--- config.mk ---
export PLATFORM = sky130hd
export DESIGN_NAME = cmd_frame_parser
export DESIGN_NICKNAME = d
export VERILOG_FILES = /design/src/rtl/cmd_pkg.sv /design/src/rtl/cmd_byte_fetch.sv /design/src/rtl/cmd_frame_parser.sv
export SDC_FILE = /design/constraint.sdc
export NUM_CORES = 1
export LEC_CHECK = 0
export BUFFER_PORTS_ARGS = -buffer_cell sky130_fd_sc_hd__buf_4
export CAP_MARGIN = 10
export CORE_MARGIN = 5
export CORE_UTILIZATION = 55
export DETAILED_ROUTE_END_ITERATION = 10
export HOLD_SLACK_MARGIN = 0.1
export PLACE_DENSITY = 0.83
export RECOVER_POWER = 50
export SKIP_LAST_GASP = 1
export SYNTH_ARGS = -nofsm -noshare
export SYNTH_HDL_FRONTEND = slang
export SYNTH_HIERARCHICAL = 1
export SYNTH_SLANG_ARGS = --single-unit
--- constraint.sdc ---
create_clock -name clk -period 7.4 [get_ports clk]
set_input_delay 0.74 -clock clk [delete_from_list [all_inputs] [get_ports clk]]
set_output_delay 0.74 -clock clk [all_outputs]
set_load 0.005 [all_outputs]
--- src/rtl/cmd_pkg.sv ---
// Shared definitions for the command frame parser: FSM state encodings,
// error codes and the default header bytes.
package cmd_pkg;

    typedef enum logic [3:0] {
        ST_IDLE = 4'd0,
        ST_H0   = 4'd1,
        ST_H1   = 4'd2,
        ST_DEV  = 4'd3,
        ST_LEN  = 4'd4,
        ST_PAY  = 4'd5,
        ST_CSUM = 4'd6,
        ST_DONE = 4'd7,
        ST_ERR  = 4'd8
    } state_e;

    localparam logic [2:0] ERR_NONE = 3'd0;
    localparam logic [2:0] ERR_HDR  = 3'd1;
    localparam logic [2:0] ERR_LEN  = 3'd2;
    localparam logic [2:0] ERR_CSUM = 3'd3;
    localparam logic [2:0] ERR_TOUT = 3'd4;

    localparam logic [7:0] HEAD0_DEF = 8'h55;
    localparam logic [7:0] HEAD1_DEF = 8'hAA;

    // States that are waiting on a FIFO byte.
    function automatic logic needs_byte(input state_e s);
        return (s == ST_H0) || (s == ST_H1) || (s == ST_DEV) || (s == ST_LEN) ||
               (s == ST_PAY) || (s == ST_CSUM);
    endfunction

endpackage

--- src/rtl/cmd_byte_fetch.sv ---
// FIFO read-side handshake: issues one read at a time and flags the returned
// byte as valid in the cycle after the read enable.
module cmd_byte_fetch (
    input  logic       clk,
    input  logic       rst,
    input  logic       need,
    input  logic       fifoc_empty,
    input  logic [7:0] fifoc_rxd,
    output logic       fifoc_rxen,
    output logic       byte_vld,
    output logic [7:0] byte_data
);

    logic pend_q;
    logic pend_d;

    always_comb begin
        fifoc_rxen = need && !fifoc_empty && !pend_q;
        pend_d     = fifoc_rxen;
    end

    // NOTE: flops use non-blocking (<=) so every register samples pre-edge values.
    always_ff @(posedge clk) begin
        if (rst) pend_q <= 1'b0;
        else     pend_q <= pend_d;
    end

    assign byte_vld  = pend_q;
    assign byte_data = fifoc_rxd;

endmodule

--- src/rtl/cmd_frame_parser.sv ---
// Framed command parser: fetches HEAD0 HEAD1 DEV LEN payload CSUM from the
// command FIFO and commits atomically. Optional idle timeout: CMD_TIMEOUT_EN.
module cmd_frame_parser #(
    parameter int         NUM_REGS    = 8,
    parameter logic [7:0] HEAD0       = cmd_pkg::HEAD0_DEF,
    parameter logic [7:0] HEAD1       = cmd_pkg::HEAD1_DEF,
    parameter int         TIMEOUT_CYC = 4096
) (
    input  logic                  clk,
    input  logic                  rst,
    input  logic                  fs,
    output logic                  fd,
    input  logic                  fifoc_empty,
    output logic                  fifoc_rxen,
    input  logic [7:0]            fifoc_rxd,
    output logic [7:0]            kind_dev,
    output logic [NUM_REGS*8-1:0] cmd_regs,
    output logic [7:0]            cmd_len,
    output logic                  err,
    output logic [2:0]            err_code,
    output logic [7:0]            check_show,
    output logic [7:0]            frame_cnt
);
    import cmd_pkg::*;

`ifdef CMD_TIMEOUT_EN
    localparam bit TOUT_EN = 1'b1;
`else
    localparam bit TOUT_EN = 1'b0;
`endif
    localparam int RW = NUM_REGS * 8;

    state_e        state_q,  state_d;
    logic [7:0]    sh_kind_q, sh_kind_d, sh_len_q, sh_len_d;
    logic [RW-1:0] sh_regs_q, sh_regs_d;
    logic [7:0]    pay_idx_q, pay_idx_d, xor_q, xor_d;
    logic [7:0]    kind_q, kind_d, len_q, len_d, show_q, show_d, cnt_q, cnt_d;
    logic [RW-1:0] regs_q, regs_d;
    logic          err_q, err_d;
    logic [2:0]    code_q, code_d;
    logic [31:0]   tout_q, tout_d;

    logic          need, byte_vld, tout_hit, fail;
    logic [7:0]    byte_data;
    logic [2:0]    fail_code;

    assign need = needs_byte(state_q);

    cmd_byte_fetch u_fetch (
        .clk         (clk),
        .rst         (rst),
        .need        (need),
        .fifoc_empty (fifoc_empty),
        .fifoc_rxd   (fifoc_rxd),
        .fifoc_rxen  (fifoc_rxen),
        .byte_vld    (byte_vld),
        .byte_data   (byte_data)
    );

    always_comb begin
        // NOTE: every _d gets a default first so no path through the case infers a latch.
        state_d   = state_q;
        sh_kind_d = sh_kind_q;
        sh_len_d  = sh_len_q;
        sh_regs_d = sh_regs_q;
        pay_idx_d = pay_idx_q;
        xor_d     = xor_q;
        kind_d    = kind_q;
        len_d     = len_q;
        regs_d    = regs_q;
        show_d    = show_q;
        cnt_d     = cnt_q;
        err_d     = err_q;
        code_d    = code_q;
        tout_d    = tout_q;
        tout_hit  = 1'b0;
        fail      = 1'b0;
        fail_code = ERR_NONE;

        if (need) begin
            if (byte_vld) begin
                tout_d = '0;
            end else begin
                tout_d   = tout_q + 32'd1;
                tout_hit = TOUT_EN && (tout_d == 32'(TIMEOUT_CYC));
            end
        end

        case (state_q)
            ST_IDLE: begin
                if (fs) begin
                    state_d   = ST_H0;
                    err_d     = 1'b0;
                    code_d    = ERR_NONE;
                    xor_d     = '0;
                    tout_d    = '0;
                    pay_idx_d = '0;
                    // Shadow starts as the committed image so short frames keep upper regs.
                    sh_kind_d = kind_q;
                    sh_len_d  = len_q;
                    sh_regs_d = regs_q;
                end
            end
            ST_H0: if (byte_vld) begin
                if (byte_data == HEAD0) state_d = ST_H1;
                else begin fail = 1'b1; fail_code = ERR_HDR; end
            end
            ST_H1: if (byte_vld) begin
                if (byte_data == HEAD1) state_d = ST_DEV;
                else begin fail = 1'b1; fail_code = ERR_HDR; end
            end
            ST_DEV: if (byte_vld) begin
                sh_kind_d = byte_data;
                xor_d     = xor_q ^ byte_data;
                state_d   = ST_LEN;
            end
            ST_LEN: if (byte_vld) begin
                if (byte_data == 8'd0 || int'(byte_data) > NUM_REGS) begin
                    fail      = 1'b1;
                    fail_code = ERR_LEN;
                end else begin
                    sh_len_d  = byte_data;
                    xor_d     = xor_q ^ byte_data;
                    pay_idx_d = '0;
                    state_d   = ST_PAY;
                end
            end
            ST_PAY: if (byte_vld) begin
                sh_regs_d[int'(pay_idx_q)*8 +: 8] = byte_data;
                xor_d     = xor_q ^ byte_data;
                pay_idx_d = pay_idx_q + 8'd1;
                if (pay_idx_q + 8'd1 == sh_len_q) state_d = ST_CSUM;
            end
            ST_CSUM: if (byte_vld) begin
                show_d = byte_data;
                if (byte_data == xor_q) begin
                    state_d = ST_DONE;
                    kind_d  = sh_kind_q;
                    regs_d  = sh_regs_q;
                    len_d   = sh_len_q;
                    cnt_d   = cnt_q + 8'd1;
                end else begin
                    fail      = 1'b1;
                    fail_code = ERR_CSUM;
                end
            end
            ST_DONE, ST_ERR: if (!fs) state_d = ST_IDLE;
            default: state_d = ST_IDLE;
        endcase

        if (tout_hit) begin
            fail      = 1'b1;
            fail_code = ERR_TOUT;
        end
        if (fail) begin
            state_d = ST_ERR;
            err_d   = 1'b1;
            code_d  = fail_code;
        end
    end

    always_ff @(posedge clk) begin
        if (rst) begin
            state_q   <= ST_IDLE;
            // NOTE: shadow and committed registers are reset as well: all outputs and the shadow buffer read 0 after rst.
            sh_kind_q <= '0;
            sh_len_q  <= '0;
            sh_regs_q <= '0;
            pay_idx_q <= '0;
            xor_q     <= '0;
            kind_q    <= '0;
            len_q     <= '0;
            regs_q    <= '0;
            show_q    <= '0;
            cnt_q     <= '0;
            err_q     <= 1'b0;
            code_q    <= ERR_NONE;
            tout_q    <= '0;
        end else begin
            state_q   <= state_d;
            sh_kind_q <= sh_kind_d;
            sh_len_q  <= sh_len_d;
            sh_regs_q <= sh_regs_d;
            pay_idx_q <= pay_idx_d;
            xor_q     <= xor_d;
            kind_q    <= kind_d;
            len_q     <= len_d;
            regs_q    <= regs_d;
            show_q    <= show_d;
            cnt_q     <= cnt_d;
            err_q     <= err_d;
            code_q    <= code_d;
            tout_q    <= tout_d;
        end
    end

    assign fd         = (state_q == ST_DONE) || (state_q == ST_ERR);
    assign kind_dev   = kind_q;
    assign cmd_regs   = regs_q;
    assign cmd_len    = len_q;
    assign err        = err_q;
    assign err_code   = code_q;
    assign check_show = show_q;
    assign frame_cnt  = cnt_q;

endmodule

==> results.md, run 1 <==
* Status: finished, violations left
* Failing checks: max-capacitance violations, max-slew violations
* Proportion of power drawn by the clock network at 0.330
* # diodes at 0
* Xor/xnor cell area share of the yosys netlist at 0.02699
* Global-route wire length before repair at 40280 um
* DRC at 0
* CTS sink cnt at 200
* Starting density of the core at 0.5651
* RSZ-0062 raised after global routing: false
* Final Max Tran Viols at 16
* 1st-iter DRT viols at 752
* Mux contribution to synthesized area at 0.02768
* CTS tree: built
* Post-synthesis adder-cell area fraction at 0.005536
* Min Tclk post-route at 3.834 ns
* GRT Overall Usage at 0.2494
* H-tree level count at 4
* Top delay family on crit path: simple AND/OR/NAND/NOR gates
* Inserted Clock Buffers at 17
* Cell accounting for the most synthesized area: dfxtp_1
* P_leak at 0.003641 uW
* P&R area growth vs syn at 14.31%
* Power Dens Cells at 278.5 nW/um^2
* Slowest stage cell, crit path: nor2_1
* Final Hold Fails at 0
* Synth top area share at 0.4428
* Synthesized Nets at 1120
* Netlist area before placement at 9041 um^2
* Core box area at approximately 16000 um^2
* CP Cell Sequence: nor2b_1, nand2_1, nor2_1, nand2_2, buf_4, nand2_1, a21oi_1
* Hold Crit Class: flip-flop to flip-flop
* Average size of a mapped cell at 8.189 um^2
* Comb pwr share at 0.215
* Critical Path RT at 7.67 ns
* Synth Area in Compound Gates at 0.1847
* Hold-fix buffers, CTS at 0
* Final ANT Viol Nets at 0
* Setup violators final at 0
* Register share of total power at 0.455
* Switching Fraction at 0.3102
* Layout net count at roughly 1200
* CP max stage delay at 0.94 ns
* Chip height at 138.2 um
* Synth Instances at around 1100
* Grt ovf at 0
* Worst Path Class, Setup: flip-flop to flip-flop
* Crit path max fanout at 53
* WHS at between 0.4 and 0.5 ns
* Vias in the first global route at roughly 7600
* Design internal power at slightly below 2000 uW
* Setup crit start kind: flip-flop
* Post-CTS Resized at 0
* Longest Clk Path Bufs at 2
* Crit end category: flip-flop
* Syn. warnings at 6
* Final Cycle Share at 0.5182
* Total Routed Length at 24380 um
* Post-synth EDFFs at 0
* Simple-Gate Fraction of Synth Area at 0.2625
* First drt pass iteration count at 5
* TNS Setup at 0 ns
* Achievable Freq at 260.8 MHz
* Hpwl dp at ~16000 um
* FF+latch count, synth at 200
* Largest net degree at the start of global routing at between 100 and 150
* Area of the die at 19100 um^2
* Placer Congestion at approximately 0.9
* # IOs at 114
* Share of layout cells above drive strength 1 at 0.1326
* Psw at between 800 and 900 uW
* Clock transition at path regs at 0.07 ns
* Post-CTS setup buffer count at 0
* Clock skew at roughly 0.011 ns
* Via/cell ratio at 6.028
* Via Count at 8300
* Filler cells at 1407
* Worst path bufs/invs at 1
* Main synth FF type: dfxtp_1
* Power, Total at about 2900 uW
* Count of buffers from port buffering at 112
* Worst slew pin tran at 1.845 ns
* Initial antenna violation count at 0
* Root buffer cell: clkbuf_16
* Library cells used by synthesis at 62
* Ranking of synthesized cells by area: dfxtp_1, nand2_1, a21oi_1
* Clk_lat worst skew at 0.44 ns
* Max Cap Violations at 1
* Post-synthesis sequential area ratio at 0.4428
* Combinational family with the most area after synthesis: simple AND/OR/NAND/NOR gates
* Post-synth ARST share at 0
* Cell row count at 46
* Most frequent CP cell: nand2_1
* Peak VDD IR at 0.1853 mV
* Arr. time, crit path at 4.11 ns
* Die W at 138.2 um
* Rel. slew slack at -0.2396
* Routed WL per cell at 17.71 um
-- layer usage --
layer	global-route usage	share of wire	up-vias	routed length (um)
met5	0	0	-	0
met4	0.06604	0.014	0	336
met3	0.06034	0.082	27	1992
met2	0.4016	0.47	345	11550
met1	0.3379	0.43	3962	10500
li1	-	-	3966	-
-- power by group through the flow --
stage / sequential (uW) / clock, uW / combinational (uW)
global route: 1320 / 1010 / 690
global placement: 1320 / 0 / 578
finish: 1310 / 950 / 620
floorplan: 1280 / 0 / 515
detailed placement: 1330 / 0 / 607
CTS: 1300 / 955 / 613
-- cells in the mapped netlist (5+ instances only) --
cell      instances
clkbuf_1         68
buf_2            17
buf_4            10
xor2_1            8
nor2_1           98
a22oi_1          18
xnor2_1          18
nor3_1           64
and2_1           19
nor4_1            5
a211oi_1         19
dfxtp_1         200
nand2b_1          6
nand4_1           8
nand3b_1         11
o21ai_0          16
nor2b_1          55
nand2_1         184
a21oi_1         113
inv_1             5
a221oi_1         56
a31oi_1           8
mux2i_1          25
nand3_1          10
-- registers in the layout, summed over array words and instances, names as in the netlist --
register          cells
check_show            8
err                   1
u_fetch/byte_vld      1
sh_len_q              8
cmd_len               8
sh_kind_q             8
err_code              2
pay_idx_q             8
xor_q                 8
state_q               4
cmd_regs             64
sh_regs_q            64
kind_dev              8
frame_cnt             8
-- cells by family after synthesis --
logic type	count (synthesis)
DFF	200
xor gates and xnor gates	27
buffers and inverters	103
and+or+nand+nor	490
AOI/OAI and AO/OA	254
muxes	25
adders and majority gates	4
other	1
-- path summary, 6_finish.rpt --
check,cells after the start,slack (ns),endpoint,startpoint
max,7,3.57,cmd_regs[38],state_q[2]
min,2,0.45,kind_dev[3],sh_kind_q[3]
max reg2reg,7,3.57,cmd_regs[38],state_q[2]
min reg2reg,2,0.45,kind_dev[3],sh_kind_q[3]
-- placed cells by master, fill, tap and decap left out, types with 3 or more instances in the layout --
cell	count
dfxtp_1	200
nand2_1	182
a21oi_1	113
nor2_1	99
clkbuf_4	83
nor3_1	65
a221oi_1	56
nor2b_1	55
mux2i_1	25
buf_4	20
and2_1	19
a211oi_1	19
clkbuf_1	19
xnor2_1	18
a22oi_1	18
clkbuf_16	17
o21ai_0	16
nand3b_1	11
nand3_1	10
nand4_1	8
xor2_1	8
a31oi_1	8
nand2b_1	6
inv_1	5
nor4_1	5
or4_1	4
a21o_1	4
ha_1	4
and3_1	3
o31ai_1	3
a211o_1	3
or3_1	3
o211ai_1	3
inv_8	3
clkinvlp_4	3
clkinv_4	3
-- worst register-to-register path, cell delays in order (launching register included) --
cell and delay, ns:
dfxtp_1 0.71, nor2b_1 0.33, nand2_1 0.20, nor2_1 0.94, nand2_2 0.68, buf_4 0.52
nand2_1 0.22, a21oi_1 0.08
-- area by class of cell --
type                    count  area [um^2]  share of cell area
multi-input cells         801         4583              0.4435
well taps                 216        270.3             0.02615
inverters                   6        22.52            0.002179
clock buffers              19        442.9             0.04286
flip-flops and latches    200         4004              0.3874
clock inverters            13        160.2             0.01550
repair buffers            122        852.1             0.08245
-- metrics by stage --
stage	instances	area, um^2	utilization	setup WS (ns)
6_report	1377	10330	0.6459	3.566
3_5_place_dp	1343	9804	0.6128	3.861
4_1_cts	1375	10410	0.6505	3.811
5_1_grt	1377	10330	0.6459	3.241
3_3_place_gp	1343	9804	0.6128	4.008
2_1_floorplan	1104	9041	-	4.642
(Power assumes the default switching activity.)
==> inputs of run 2 (changes only) <==
- CORE_UTILIZATION: 55 -> 52
- clock period: 7.4 -> 3.5 ns (I/O delays scaled with it)
==> results.md, run 2 (synthesis gave the netlist of run 1 again) <==
* Final Cycle Share at 0.9085
* Crit path max fanout at 16
* Most frequent cells in the layout: dfxtp_1, nand2_1, a21oi_1
* Psw at 1854 uW
* Power, Total at 6183 uW
* Clock skew at 0.01053 ns
* Comb pwr share at 0.211
* Final Max Tran Viols at 0
* Via Count at 8335
* Busiest grt layer: met2
* Min Tclk post-route at approximately 3.2 ns
* WHS Path Cells at 3
* Critical Path RT at ~3.8 ns
* Min-Delay Endpoint: xor_q[7]
* Worst Path Class, Setup: flip-flop to flip-flop
* Final Hold Fails at 0
* Global-route met1 utilization at 0.3195
* Share of layout cells above drive strength 1 at 0.1359
* Max Cap Violations at 0
* Setup violators final at 0
* Global-route wire length before repair at 39520 um
* GRT Overall Usage at 0.2422
* RSZ-0062 raised after global routing: false
* Setup crit start kind: flip-flop
* Reg-to-reg setup timing slack at 0.32 ns
* Hpwl dp at approximately 16000 um
* Longest Clk Path Bufs at 2
* Vias in the first global route at 7639
* Inserted Clock Buffers at 17
* 1st-iter DRT viols at 964
* Proportion of power drawn by the clock network at 0.342
* Clock transition at path regs at ~0.070 ns
* Switching Fraction at 0.2999
* Initial antenna violation count at 0
* Placer Congestion at 0.8790
* Power Dens Cells at slightly below 600 nW/um^2
* DRC at 0
* WHS at 0.3346 ns
* H-tree level count at 4
* Final worst setup slack at roughly 0.32 ns
* Starting density of the core at 0.5264
* Core box area at about 17000 um^2
* Post-CTS Resized at 0
* Count of buffers from port buffering at 112
* Routed WL per cell at 17.68 um
* Fin area at 10470 um^2
* Chip height at around 140 um
* CTS tree: built
* Area of the die at 20120 um^2
* GR Util met3 at 0.05730
* Worst R2R Start: pay_idx_q[0]
* P_leak at 0.003701 uW
* Worst slew pin tran at 1.230 ns
* Root buffer cell: clkbuf_16
* Reg2Reg Depth at 10
* Hold Crit Class: primary input to flip-flop
* Placed inst area at 9916 um^2
* Die W at 141.9 um
* # IOs at 114
* Critical register-to-register path endpoint: sh_regs_q[61]
* Design internal power at 4328 uW
* Layout net count at 1173
* Met2 GRT Util at 0.3904
* Peak VDD IR at 0.3903 mV
* First drt pass iteration count at 8
* CTS sink cnt at 200
* Hold Crit Start: fifoc_rxd[7]
* Cell row count at between 40 and 50
* Via/cell ratio at 5.975
* Clk_lat worst skew at 0.44 ns
* Achievable Freq at 314.5 MHz
* Final ANT Viol Nets at 0
* Total Routed Length at 24660 um
* Status: completed
* Rel. slew slack at 0.1760
* Dpl ws at roughly 0.35 ns
* Grt ovf at 0
* Crit end category: flip-flop
* Commonest non-fill, non-tap cell in the layout: dfxtp_1
* Register share of total power at 0.447
* # diodes at 0
* Arr. time, crit path at 3.46 ns
* Largest net degree at the start of global routing at between 100 and 150
* P&R area growth vs syn at 15.75%
* TNS Setup at 0 ns
==> run 2: final cells by class <==
cell class,instances,area (um^2)
inverter,6,22.52
fill,1496,6711
multi-input combinational,801,4591
timing repair buffer,131,932.1
tap,225,281.5
clock buffer,20,446.7
sequential,200,4004
clock inverter,12,187.7
==> run 2: timing repair <==
item	4_1_cts	5_1_grt
hold buffers	1	0
endpoints found under the hold margin	1	0
buffers inserted	0	0
==> run 2: routing by layer <==
metal	routed length, um	share of wire
met3	2009	0.081
met2	11670	0.47
met4	563	0.023
met1	10420	0.42
met5	0	0
==> run 2: worst max-delay path: stages (launching register included) <==
cell	delay (ns)
dfxtp_1	0.32
buf_4	0.19
nor4_2	0.33
nand2b_1	0.11
nor3_1	0.15
ha_1	0.27
nand3b_1	0.23
nor3_1	0.12
a31oi_1	0.99
nor2b_1	0.27
nor3_1	0.06
==> run 2: through the flow <==
step / cells / util
after detailed placement: 1362 / 0.5773
after global routing: 1395 / 0.6093
final: 1395 / 0.6093
after floorplan: 1104 / -
after CTS: 1395 / 0.6148
after global placement: 1362 / 0.5773
==> run 2: worst max-delay path by stage <==
| stage | start | end | slack [ns] | depth (start not counted) |
|---|---|---|---|---|
| 6_report | pay_idx_q[0] | sh_regs_q[61] | 0.32 | 10 |
| 5_1_grt | state_q[2] | frame_cnt[7] | 0.03 | 8 |
| 4_1_cts | pay_idx_q[1] | sh_regs_q[13] | 0.35 | 9 |
| 3_5_place_dp | pay_idx_q[1] | sh_regs_q[13] | 0.35 | 9 |
| 3_3_place_gp | pay_idx_q[0] | sh_regs_q[35] | 0.58 | 10 |
| 2_1_floorplan | pay_idx_q[0] | sh_regs_q[14] | 0.74 | 11 |
==> run 2: power groups by stage <==
stage | combinational (uW) | sequential (uW) | clock, uW
floorplan | 1090 | 2720 | 0
global placement | 1230 | 2800 | 0
detailed placement | 1290 | 2800 | 0
CTS | 1310 | 2750 | 2130
global route | 1460 | 2790 | 2230
finish | 1300 | 2760 | 2120
